--- config.mk ---
export PLATFORM = sky130hd
export DESIGN_NAME = store_write_buffer
export DESIGN_NICKNAME = d
export VERILOG_FILES = /design/src/rtl/store_write_buffer_pkg.sv /design/src/rtl/store_write_buffer_chk.sv /design/src/rtl/store_write_buffer_wb_fifo_core.sv /design/src/rtl/store_write_buffer.sv
export SDC_FILE = /design/constraint.sdc
export NUM_CORES = 1
export LEC_CHECK = 0
export CAP_MARGIN = 40
export CORE_MARGIN = 8
export CORE_UTILIZATION = 40
export DETAILED_ROUTE_END_ITERATION = 10
export SYNTH_ARGS = -nofsm -noshare
export SYNTH_HDL_FRONTEND = slang
export SYNTH_SLANG_ARGS = --single-unit
--- constraint.sdc ---
create_clock -name clk -period 9.6 [get_ports clk]
set_input_delay 0.96 -clock clk [delete_from_list [all_inputs] [get_ports clk]]
set_output_delay 0.96 -clock clk [all_outputs]
set_load 0.01 [all_outputs]
--- src/rtl/store_write_buffer_pkg.sv ---
// Shared memory-system definitions for the store write buffer.
package store_write_buffer_pkg;

    localparam int SWB_DEPTH  = 4;
    localparam int SWB_ADDR_W = 32;
    localparam int SWB_DATA_W = 32;

    // Drain FSM encoding
    typedef enum logic [1:0] {
        ST_IDLE = 2'd0,
        ST_REQ  = 2'd1,
        ST_GAP  = 2'd2
    } swb_state_e;

endpackage

--- src/rtl/store_write_buffer_chk.sv ---
// Simulation-only protocol checks for the store write buffer.
module store_write_buffer_chk #(
    parameter bit EN = 1'b1
) (
    input logic clk,
    input logic reset_ms,
    input logic push_drop,
    input logic stray_ack
);

    // Flag a store lost to a full buffer and an ack arriving outside a request
    always_ff @(posedge clk) begin
        if (EN && !reset_ms) begin
            a_no_drop: assert (!push_drop)
                else $error("store_write_buffer: push while full without coalesce");
            a_no_stray_ack: assert (!stray_ack)
                else $error("store_write_buffer: mem_wr_ack outside REQ");
        end
    end

endmodule

--- src/rtl/store_write_buffer_wb_fifo_core.sv ---
// Circular entry store for the write buffer: pointers, occupancy, valid bits
// and payload, with push / pop / coalesce controls decided by the parent.
module wb_fifo_core
    import store_write_buffer_pkg::*;
#(
    parameter int DEPTH  = SWB_DEPTH,
    parameter int ADDR_W = SWB_ADDR_W,
    parameter int DATA_W = SWB_DATA_W,
    localparam int PTR_W = $clog2(DEPTH),
    localparam int CNT_W = PTR_W + 1
) (
    input  logic                          clk,
    input  logic                          reset_ms,
    input  logic                          push_en,
    input  logic                          coal_en,
    input  logic                          pop_en,
    input  logic [ADDR_W-1:0]             in_addr,
    input  logic [DATA_W-1:0]             in_data,
    output logic [PTR_W-1:0]              head_ptr,
    output logic [CNT_W-1:0]              count,
    output logic [CNT_W-1:0]              count_next,
    output logic                          full,
    output logic [ADDR_W-1:0]             youngest_addr,
    output logic [DEPTH-1:0]              ent_vld,
    output logic [DEPTH-1:0][ADDR_W-1:0]  ent_addr,
    output logic [DEPTH-1:0][DATA_W-1:0]  ent_data
);

    logic [PTR_W-1:0]             head_r;
    logic [PTR_W-1:0]             tail_r;
    logic [PTR_W-1:0]             young_s;
    logic [CNT_W-1:0]             count_r;
    logic [CNT_W-1:0]             count_next_s;
    logic                         full_r;
    logic [DEPTH-1:0]             vld_r;
    logic [DEPTH-1:0]             vld_next_s;
    logic [DEPTH-1:0][ADDR_W-1:0] addr_r;
    logic [DEPTH-1:0][DATA_W-1:0] data_r;

    // Youngest slot, next occupancy and next valid vector (set at tail, clear at head)
    always_comb begin
        young_s      = tail_r - PTR_W'(1);
        count_next_s = count_r + CNT_W'(push_en) - CNT_W'(pop_en);
        vld_next_s   = (vld_r | ({{(DEPTH-1){1'b0}}, push_en} << tail_r))
                     & ~({{(DEPTH-1){1'b0}}, pop_en} << head_r);
    end

    // Pointer, occupancy, full flag and valid-bit registers
    always_ff @(posedge clk) begin
        if (reset_ms) begin
            head_r  <= {PTR_W{1'b0}};
            tail_r  <= {PTR_W{1'b0}};
            count_r <= {CNT_W{1'b0}};
            full_r  <= 1'b0;
            vld_r   <= {DEPTH{1'b0}};
        end else begin
            head_r  <= pop_en  ? head_r + PTR_W'(1) : head_r;
            tail_r  <= push_en ? tail_r + PTR_W'(1) : tail_r;
            count_r <= count_next_s;
            full_r  <= (count_next_s == CNT_W'(DEPTH));
            vld_r   <= vld_next_s;
        end
    end

    // Payload writes: new entry at tail, or coalesced data into the youngest entry
    always_ff @(posedge clk) begin
        if (push_en) begin
            addr_r[tail_r] <= in_addr;
            data_r[tail_r] <= in_data;
        end else if (coal_en) begin
            data_r[young_s] <= in_data;
        end
    end

    assign head_ptr      = head_r;
    assign count         = count_r;
    assign count_next    = count_next_s;
    assign full          = full_r;
    assign youngest_addr = addr_r[young_s];
    assign ent_vld       = vld_r;
    assign ent_addr      = addr_r;
    assign ent_data      = data_r;

endmodule

--- src/rtl/store_write_buffer.sv ---
// Posted-write buffer between the write-through cache and data memory:
// in-order drain over req/ack, youngest-entry coalescing, read forwarding.
module store_write_buffer
    import store_write_buffer_pkg::*;
#(
    parameter int DEPTH     = SWB_DEPTH,
    parameter int ADDR_W    = SWB_ADDR_W,
    parameter int DATA_W    = SWB_DATA_W,
    parameter bit ASSERT_EN = 1'b1
) (
    input  logic              clk,
    input  logic              reset_ms,
    input  logic              wb_push,
    input  logic [ADDR_W-1:0] wb_addr,
    input  logic [DATA_W-1:0] wb_data,
    output logic              wb_full,
    output logic              wb_empty,
    input  logic [ADDR_W-1:0] rd_addr,
    output logic              rd_hit,
    output logic [DATA_W-1:0] rd_data,
    output logic              mem_wr_req,
    output logic [ADDR_W-1:0] mem_wr_addr,
    output logic [DATA_W-1:0] mem_wr_data,
    input  logic              mem_wr_ack
);

    localparam int PTR_W = $clog2(DEPTH);
    localparam int CNT_W = PTR_W + 1;

    swb_state_e                   state_r, state_next_s;
    logic                         in_flight_only_s, coal_s, accept_s, pop_s;
    logic                         drop_s, stray_ack_s;
    logic                         req_r, req_next_s, empty_r, empty_next_s;
    logic [PTR_W-1:0]             head_s, idx_s;
    logic [CNT_W-1:0]             count_s, count_next_s;
    logic                         full_s, match_s, rd_hit_s;
    logic [DATA_W-1:0]            rd_data_s;
    logic [ADDR_W-1:0]            young_addr_s;
    logic [DEPTH-1:0]             ent_vld_s;
    logic [DEPTH-1:0][ADDR_W-1:0] ent_addr_s;
    logic [DEPTH-1:0][DATA_W-1:0] ent_data_s;

    wb_fifo_core #(.DEPTH(DEPTH), .ADDR_W(ADDR_W), .DATA_W(DATA_W)) u_core (
        .clk(clk), .reset_ms(reset_ms),
        .push_en(accept_s), .coal_en(coal_s), .pop_en(pop_s),
        .in_addr(wb_addr), .in_data(wb_data),
        .head_ptr(head_s), .count(count_s), .count_next(count_next_s),
        .full(full_s), .youngest_addr(young_addr_s),
        .ent_vld(ent_vld_s), .ent_addr(ent_addr_s), .ent_data(ent_data_s)
    );

    // Push/pop decode; the sole entry is untouchable while it is being written
    always_comb begin
        in_flight_only_s = (state_r == ST_REQ) && (count_s == CNT_W'(1));
        coal_s      = wb_push && (count_s != {CNT_W{1'b0}})
                      && (young_addr_s == wb_addr) && !in_flight_only_s;
        accept_s    = wb_push && !coal_s && !full_s;
        drop_s      = wb_push && !coal_s && full_s;
        pop_s       = (state_r == ST_REQ) && mem_wr_ack;
        stray_ack_s = mem_wr_ack && (state_r != ST_REQ);
    end

    // Drain FSM state register
    always_ff @(posedge clk) begin
        if (reset_ms) begin
            state_r <= ST_IDLE;
        end else begin
            state_r <= state_next_s;
        end
    end

    // Drain FSM next-state logic
    always_comb begin
        state_next_s = state_r;
        case (state_r)
            ST_IDLE: state_next_s = ((count_s != {CNT_W{1'b0}}) || accept_s) ? ST_REQ : ST_IDLE;
            ST_REQ:  state_next_s = mem_wr_ack ? ST_GAP : ST_REQ;
            ST_GAP:  state_next_s = (count_s != {CNT_W{1'b0}}) ? ST_REQ : ST_IDLE;
            default: state_next_s = ST_IDLE;
        endcase
    end

    // Drain FSM outputs, computed one cycle early so they can be registered
    always_comb begin
        req_next_s   = (state_next_s == ST_REQ);
        empty_next_s = (count_next_s == {CNT_W{1'b0}}) && (state_next_s == ST_IDLE);
    end

    // Registered request and empty flags
    always_ff @(posedge clk) begin
        if (reset_ms) begin
            req_r   <= 1'b0;
            empty_r <= 1'b1;
        end else begin
            req_r   <= req_next_s;
            empty_r <= empty_next_s;
        end
    end

    // Forwarding search from oldest to newest so the newest match wins
    always_comb begin
        rd_hit_s  = 1'b0;
        rd_data_s = {DATA_W{1'b0}};
        idx_s     = head_s;
        match_s   = 1'b0;
        for (int i = 0; i < DEPTH; i++) begin
            idx_s     = head_s + PTR_W'(i);
            match_s   = ent_vld_s[idx_s] && (ent_addr_s[idx_s] == rd_addr);
            rd_hit_s  = rd_hit_s | match_s;
            rd_data_s = match_s ? ent_data_s[idx_s] : rd_data_s;
        end
    end

    store_write_buffer_chk #(.EN(ASSERT_EN)) u_chk (
        .clk(clk), .reset_ms(reset_ms),
        .push_drop(drop_s), .stray_ack(stray_ack_s)
    );

    assign wb_full     = full_s;
    assign wb_empty    = empty_r;
    assign mem_wr_req  = req_r;
    assign mem_wr_addr = ent_addr_s[head_s];
    assign mem_wr_data = ent_data_s[head_s];
    assign rd_hit      = rd_hit_s;
    assign rd_data     = rd_data_s;

endmodule
# Yosys cells after proc, flatten, opt, wreduce, memory -nomap -nowiden
# Cells that the tools add are included.
[word_totals]
register_bits = 272
[op_classes]
add_sub_neg = 7
order_cmp = 8
eq_ne = 10
n_shift = 2
mux = 43
n_bitwise = 6
n_reduce_logical = 23
[ops]
columns = ["op", "n"]
rows = [
  ["$bmux 32 s2", 9],
  ["$mux 32", 15],
  ["$bwmux 128", 3],
  ["$mux 128", 2],
  ["$eq 32x32->1", 5],
  ["$demux 32 s2", 2],
  ["$lt 2x3->1 const B", 6],
  ["$logic_and 1x1->1", 14],
  ["$bmux 1 s2", 4],
  ["$shl 1x2->4", 2],
  ["$mux 1", 6],
  ["$pmux 2 s3", 1],
  ["$add 2x1->2 const B", 2],
  ["$add 2x2->2 const B", 2],
  ["$and 4x4->4", 1],
  ["$eq 2x1->1 const B", 2],
  ["$ge 2x1->1 const B", 2],
  ["$logic_not 2->1", 2],
  ["$not 4->4", 1],
  ["$or 4x4->4", 1],
  ["$add 3x1->3", 1],
  ["$eq 3x1->1 const B", 1],
  ["$eq 3x3->1 const B", 1],
  ["$logic_not 1->1", 3],
  ["9 further kinds", 11],
]

# Logic depth before layout (Yosys ltp)
[logic_depth]
word_depth = 14
depth_mapped = 21
depth_no_buf = 16

# Hierarchy
# Synthesis repeated with hierarchy kept, for this count alone.
[unflattened]
cells_unflattened = 1914
hier_area_um2 = 21196.6
[by_module_without_submodules]
columns = ["module", "n_inst", "cells_each", "area_each_um2", "seq_area_each_um2"]
rows = [
  ["store_write_buffer", 1, 1409, 11187.0, 80.1],
  ["wb_fifo_core", 1, 505, 10009.6, 7927.6],
]

# Worst setup path after synthesis
# No wires, ideal clock.
[synth_path]
path_type = "flip-flop to flip-flop"
from = "reg u_core.tail_r[0]"
to = "reg u_core.data_r (netlist bit u_core.ent_data[0]), enable pin"
setup_ns = 0.433
arrival_ns = 4.611
slack_ns = 4.556
stages_incl_launch_ff = 15
period_less_slack_ns = 5.044
cell_sequence = "dfxtp_1 -> buf_2 -> buf_2 -> inv_1 -> ha_1 -> clkbuf_1 -> clkbuf_1 -> mux4_2 -> xnor2_1 -> nand4_1 -> nor3_1 -> nand3_1 -> nand3b_1 -> clkbuf_1 -> o22ai_1"
[synth_between]
elab_chain_cells = 10
[synth_lines]
columns = ["element", "line", "rtl"]
rows = [
  ["start, declared", "store_write_buffer_wb_fifo_core.sv:30", "logic [PTR_W-1:0] tail_r;"],
  ["start signal, assigned", "store_write_buffer_wb_fifo_core.sv:52", "tail_r <= {PTR_W{1'b0}};"],
  ["start signal, assigned", "store_write_buffer_wb_fifo_core.sv:58", "tail_r <= push_en ? tail_r + PTR_W'(1) : tail_r;"],
  ["$sub 2x1->2 *", "store_write_buffer_wb_fifo_core.sv:42", "young_s = tail_r - PTR_W'(1);"],
  ["named net u_core.young_s[0]", "store_write_buffer_wb_fifo_core.sv:31", "logic [PTR_W-1:0] young_s;"],
  ["$bmux 32 s2 *", "store_write_buffer_wb_fifo_core.sv:79", "assign youngest_addr = addr_r[young_s];"],
  ["$mux 32 (implied by the code) *", "store_write_buffer_wb_fifo_core.sv:79", ""],
  ["$eq 32x32->1 *", "store_write_buffer.sv:56", "&& (young_addr_s == wb_addr) && !in_flight_only_s;"],
  ["$logic_and 1x1->1 * (2 in a row)", "store_write_buffer.sv:56", ""],
  ["$logic_not 1->1", "n/a", ""],
  ["$logic_and 1x1->1", "n/a", ""],
  ["$logic_and 1x1->1", "store_write_buffer.sv:57", "accept_s = wb_push && !coal_s && !full_s;"],
  ["$reduce_bool 2->1 (no line) *", "n/a", ""],
  ["end signal, assigned by index", "store_write_buffer_wb_fifo_core.sv:69", "data_r[tail_r] <= in_data;"],
  ["end signal, assigned by index", "store_write_buffer_wb_fifo_core.sv:71", "data_r[young_s] <= in_data;"],
  ["end, declared", "store_write_buffer_wb_fifo_core.sv:38", "logic [DEPTH-1:0][DATA_W-1:0] data_r;"],
]
# The timed path passes the listed nets; every way through them passes the cells marked *. The select of a mux whose other input is x is not followed.
# A chain may end at the register's enable or synchronous reset.

# Final worst setup path
[layout_path]
from = "reg u_core.head_r[1], in the netlist u_core.head_ptr[1]"
to = "out rd_data[25]"
[layout_between]
elab_chain_cells = 8
[layout_lines]
columns = ["element", "line", "rtl"]
rows = [
  ["start, declared", "store_write_buffer_wb_fifo_core.sv:29", "logic [PTR_W-1:0] head_r;"],
  ["start signal, assigned", "store_write_buffer_wb_fifo_core.sv:51", "head_r <= {PTR_W{1'b0}};"],
  ["start signal, assigned", "store_write_buffer_wb_fifo_core.sv:57", "head_r <= pop_en ? head_r + PTR_W'(1) : head_r;"],
  ["$add 2x1->2 or $bmux 32 s2 (tied branches)", "store_write_buffer.sv:107, store_write_buffer.sv:108", ""],
  ["$bmux 32 s2 or $mux 32 (tied branches)", "store_write_buffer.sv:108", "match_s = ent_vld_s[idx_s] && (ent_addr_s[idx_s] == rd_addr);"],
  ["$mux 32 (implied by the code) or $eq 32x32->1 (tied branches)", "store_write_buffer.sv:108", ""],
  ["$eq 32x32->1 or $logic_and 1x1->1 (tied branches)", "store_write_buffer.sv:108", ""],
  ["$logic_and 1x1->1 or $mux 32 (tied branches)", "store_write_buffer.sv:108, store_write_buffer.sv:110", ""],
  ["$mux 32 (2 in a row)", "store_write_buffer.sv:110", "rd_data_s = match_s ? ent_data_s[idx_s] : rd_data_s;"],
  ["$mux 32 *", "store_write_buffer.sv:110", ""],
  ["end, declared", "store_write_buffer.sv:20", "output logic [DATA_W-1:0] rd_data,"],
]
# Mark *: on every way between the ends. The rest lies on a longest branch, timed or not. The select of a mux whose other input is x is not followed.

==> results.json <==
{
  "finalHoldViolations": 0,
  "vias": 13900,
  "grt_pass1_wl_um": 89300,
  "irDropWorstVdd_mv": 0.159,
  "core-area_mm2": 0.0499,
  "cts-buffers-inserted": 31,
  "synth.most_common_cell": "edfxtp_1",
  "io_buffer_count": 199,
  "dieArea_mm2": 0.0575,
  "arrival_ns": 5.90,
  "grt_pass1_vias": 13700,
  "cp_num_buf_inv": 5,
  "yosys-top-cells-area": "edfxtp_1 (38%), mux4_2 (25%), nor2b_1 (5.8%)",
  "clock_latency_ns": 0.59,
  "fill_cells": 4477,
  "switching_share_pct": 33.7,
  "htreeDepth": 1,
  "die_h_um": 240,
  "synth-edff-count": 256,
  "drtAntennaViolNets": 0,
  "async_flop_share_pct": 0,
  "p_clk_share_pct": 26.5,
  "postCtsHoldBufs": 0,
  "power.total_w": 0.00465,
  "globalplace.congestion": 0.948,
  "dp_cells": 2227,
  "syn-instance-count": 1454,
  "cts_resized": 0,
  "r2r-end": "wb_empty",
  "startpoint_type": "flop",
  "cp-end-kind": "output pin",
  "viasPerCell": 6.06,
  "post_cts_buffers": 0,
  "die_w_um": 240,
  "grt_overflow": 0,
  "fin_crit_sh_pct": 71.4,
  "rsz0062_at_grt": "no",
  "cp_slowest_cell": "dfxtp_4",
  "start_util_pct": 40.2,
  "clk_pin_slew_worst_paths_ns": 0.06,
  "yosys.area_share.simple_pct": 10.0,
  "powerDensity_mw_per_mm2": 197,
  "clock_path_buffers": 3,
  "finalNonFillerCells": 2286,
  "synth_common_cells": "edfxtp_1 (256), mux4_2 (220), nor2b_1 (187)",
  "ys_ff_latch": 272,
  "synth_xor_area_share_pct": 6.03,
  "syn2layout_area_growth_pct": 17.6,
  "synth-compound-area-share_pct": 8.06,
  "syn_area_mm2": 0.0200,
  "ff2ff_path_depth": 17,
  "synth_fa_ha_area_share_pct": 0.599,
  "synth.area.mux_share_pct": 30.7,
  "finalNetCount": 1697,
  "synthesis.nets": 1563,
  "multiInputGateArea_mm2": 0.0112,
  "post_drt_wl_per_cell_um": 26.3,
  "r2r-start": "u_core.tail_r[0]",
  "path_delay_family": "buffers and inverters",
  "min_period_ns": 6.86,
  "final.setup.worst_slack_ns": 2.74,
  "ys_seq_area_share_pct": 40.0,
  "clock_skew_ns": 0.0219,
  "grt_max_degree": 66,
  "cts_tree": "done",
  "crit_path_max_incr_delay_ns": 0.82,
  "grt_usage_pct": 20.3,
  "max_cap_violations": 0,
  "slew_headroom_pct": 39.1,
  "antenna_found_initial": 4,
  "ys_warn_count": 0,
  "synth_top_family_by_area": "multiplexers",
  "drt_pre_antenna_iters": 5,
  "power_leakage_nw": 7.09,
  "tns_ns": 0,
  "rrSetupSlack_ns": 3.67,
  "critPathMaxFanout": 59,
  "holdWs_ns": 0.553,
  "avgSynthCellArea_um2": 13.8,
  "drt-initial-drc-count": 1229,
  "synthFlopType": "edfxtp_1",
  "p_int_w": 0.00309,
  "synth_top_area_share_pct": 38.4,
  "path_cells": "buf_4, mux4_2, xnor2_1, nand4_1, nor4_2, nand4_1, buf_4, buf_16, nor2b_4, buf_4, a221oi_2, clkdlybuf4s50_1",
  "cts_root_buffer": "clkbuf_16",
  "ys_types": 70,
  "slew_violations": 0,
  "hold_path.class": "reg2reg",
  "crit_cells": 12,
  "required_ns": 8.64,
  "pwr-share-seq_pct": 35.2,
  "worst_pin_slew_ns": 0.913,
  "combinationalPowerShare_pct": 38.3,
  "outcome": "completed",
  "synth.largest_area_cell": "edfxtp_1",
  "critPathKind": "reg2out",
  "setup_viol": 0,
  "drc": 0,
  "clkSinkCount": 272,
  "regArea_mm2": 0.00802,
  "crit_path_frequent_cell": "buf_4",
  "post-place-ws_ns": 3.38,
  "drive_gt1_share_pct": 23.8,
  "critPathLaunch": "u_core.head_ptr[1]",
  "core.rowCount": 82,
  "routed_wl_um": 60000,
  "io-pin-count": 200,
  "fmax_mhz": 146,
  "dp_hpwl_um": 42600,
  "p_sw_w": 0.00157,
  "crit_path_end": "rd_data[25]"
}
[tightest hold or removal path: stages, from the launching register on]
cell	delay, ns
dfxtp_1	0.35
a41oi_1	0.10
o21ai_0	0.08
[stage by stage]
step                      util [%]  area, µm²
after detailed placement      45.1      22500
after global routing          47.3      23600
after CTS                     47.3      23600
after global placement        44.9      22400
final                         47.3      23600
after floorplan                  -      20000
[flip-flops by register name, summed over array words and instances, names as in the netlist]
signal and flops:
mem_wr_req 1, wb_empty 1, u_core.tail_r 2, u_core.full 1, u_core.head_ptr 2, state_r 2
u_core.count 3, u_core.ent_vld 4, u_core.ent_data 128, u_core.ent_addr 128
[cell families (layout without fill, tap and decap cells)]
group	after synthesis	in the layout
buffers and inverters	164	323
AND/OR/NAND/NOR	350	350
adder cells (fa/ha/maj)	9	9
AO/OA/AOI/OAI	190	190
flip-flops	272	272
XOR/XNOR	138	138
other	0	1
multiplexers	331	331
[power by group through the flow]
stage | registers, W | clock network [W] | logic [W]
6_report | 0.00164 | 0.00123 | 0.00178
2_1_floorplan | 0.00159 | 0 | 0.00121
4_1_cts | 0.00163 | 0.00126 | 0.00180
3_5_place_dp | 0.00166 | 0 | 0.00179
3_3_place_gp | 0.00166 | 0 | 0.00176
5_1_grt | 0.00166 | 0.00131 | 0.00189
[worst min path at each step]
stage                         to  depth (start not counted)              start
2_1_floorplan  u_core.ent_vld[3]                          1  u_core.ent_vld[3]
3_3_place_gp            wb_empty                          2         state_r[0]
3_5_place_dp            wb_empty                          2         state_r[0]
4_1_cts                 wb_empty                          2         state_r[0]
5_1_grt                 wb_empty                          2         state_r[0]
6_report                wb_empty                          2         state_r[0]
[layout by cell type (no fill, tap or decap), types with 7 or more instances in the layout]
master,count
nand4_1,29
nand3_1,7
mux2i_1,90
dfxtp_1,13
clkdlybuf4s50_1,199
o221ai_1,9
edfxtp_1,256
nand2_1,23
o21ai_0,12
a211oi_1,11
a21oi_1,18
ha_1,8
clkbuf_16,31
mux2_2,17
nor2_1,58
nor3_1,8
o211ai_1,9
a31oi_1,39
a221oi_2,31
mux4_2,220
o22ai_1,9
buf_4,31
xor2_1,25
xnor2_1,113
nor2b_1,187
inv_1,28
and2b_1,9
[per-layer routing]
layer | share of wire (%) | wire length, µm | global-route usage, %
met5 | 0.068 | 41 | 0
met2 | 49 | 29200 | 34.1
met3 | 6.7 | 4020 | 3.47
met4 | 2.9 | 1720 | 6.01
met1 | 42 | 25000 | 26.9
[cell type report]
class                   count  share of cell area, %
multi-input cells        1018                   47.5
flip-flops and latches    272                   34.0
repair buffers            236                   9.97
well taps                 672                   3.57
clock buffers              36                   3.54
clock inverters            22                  0.987
inverters                  29                  0.462
diodes                      1                 0.0106
Power figures use the tool's default switching activity.
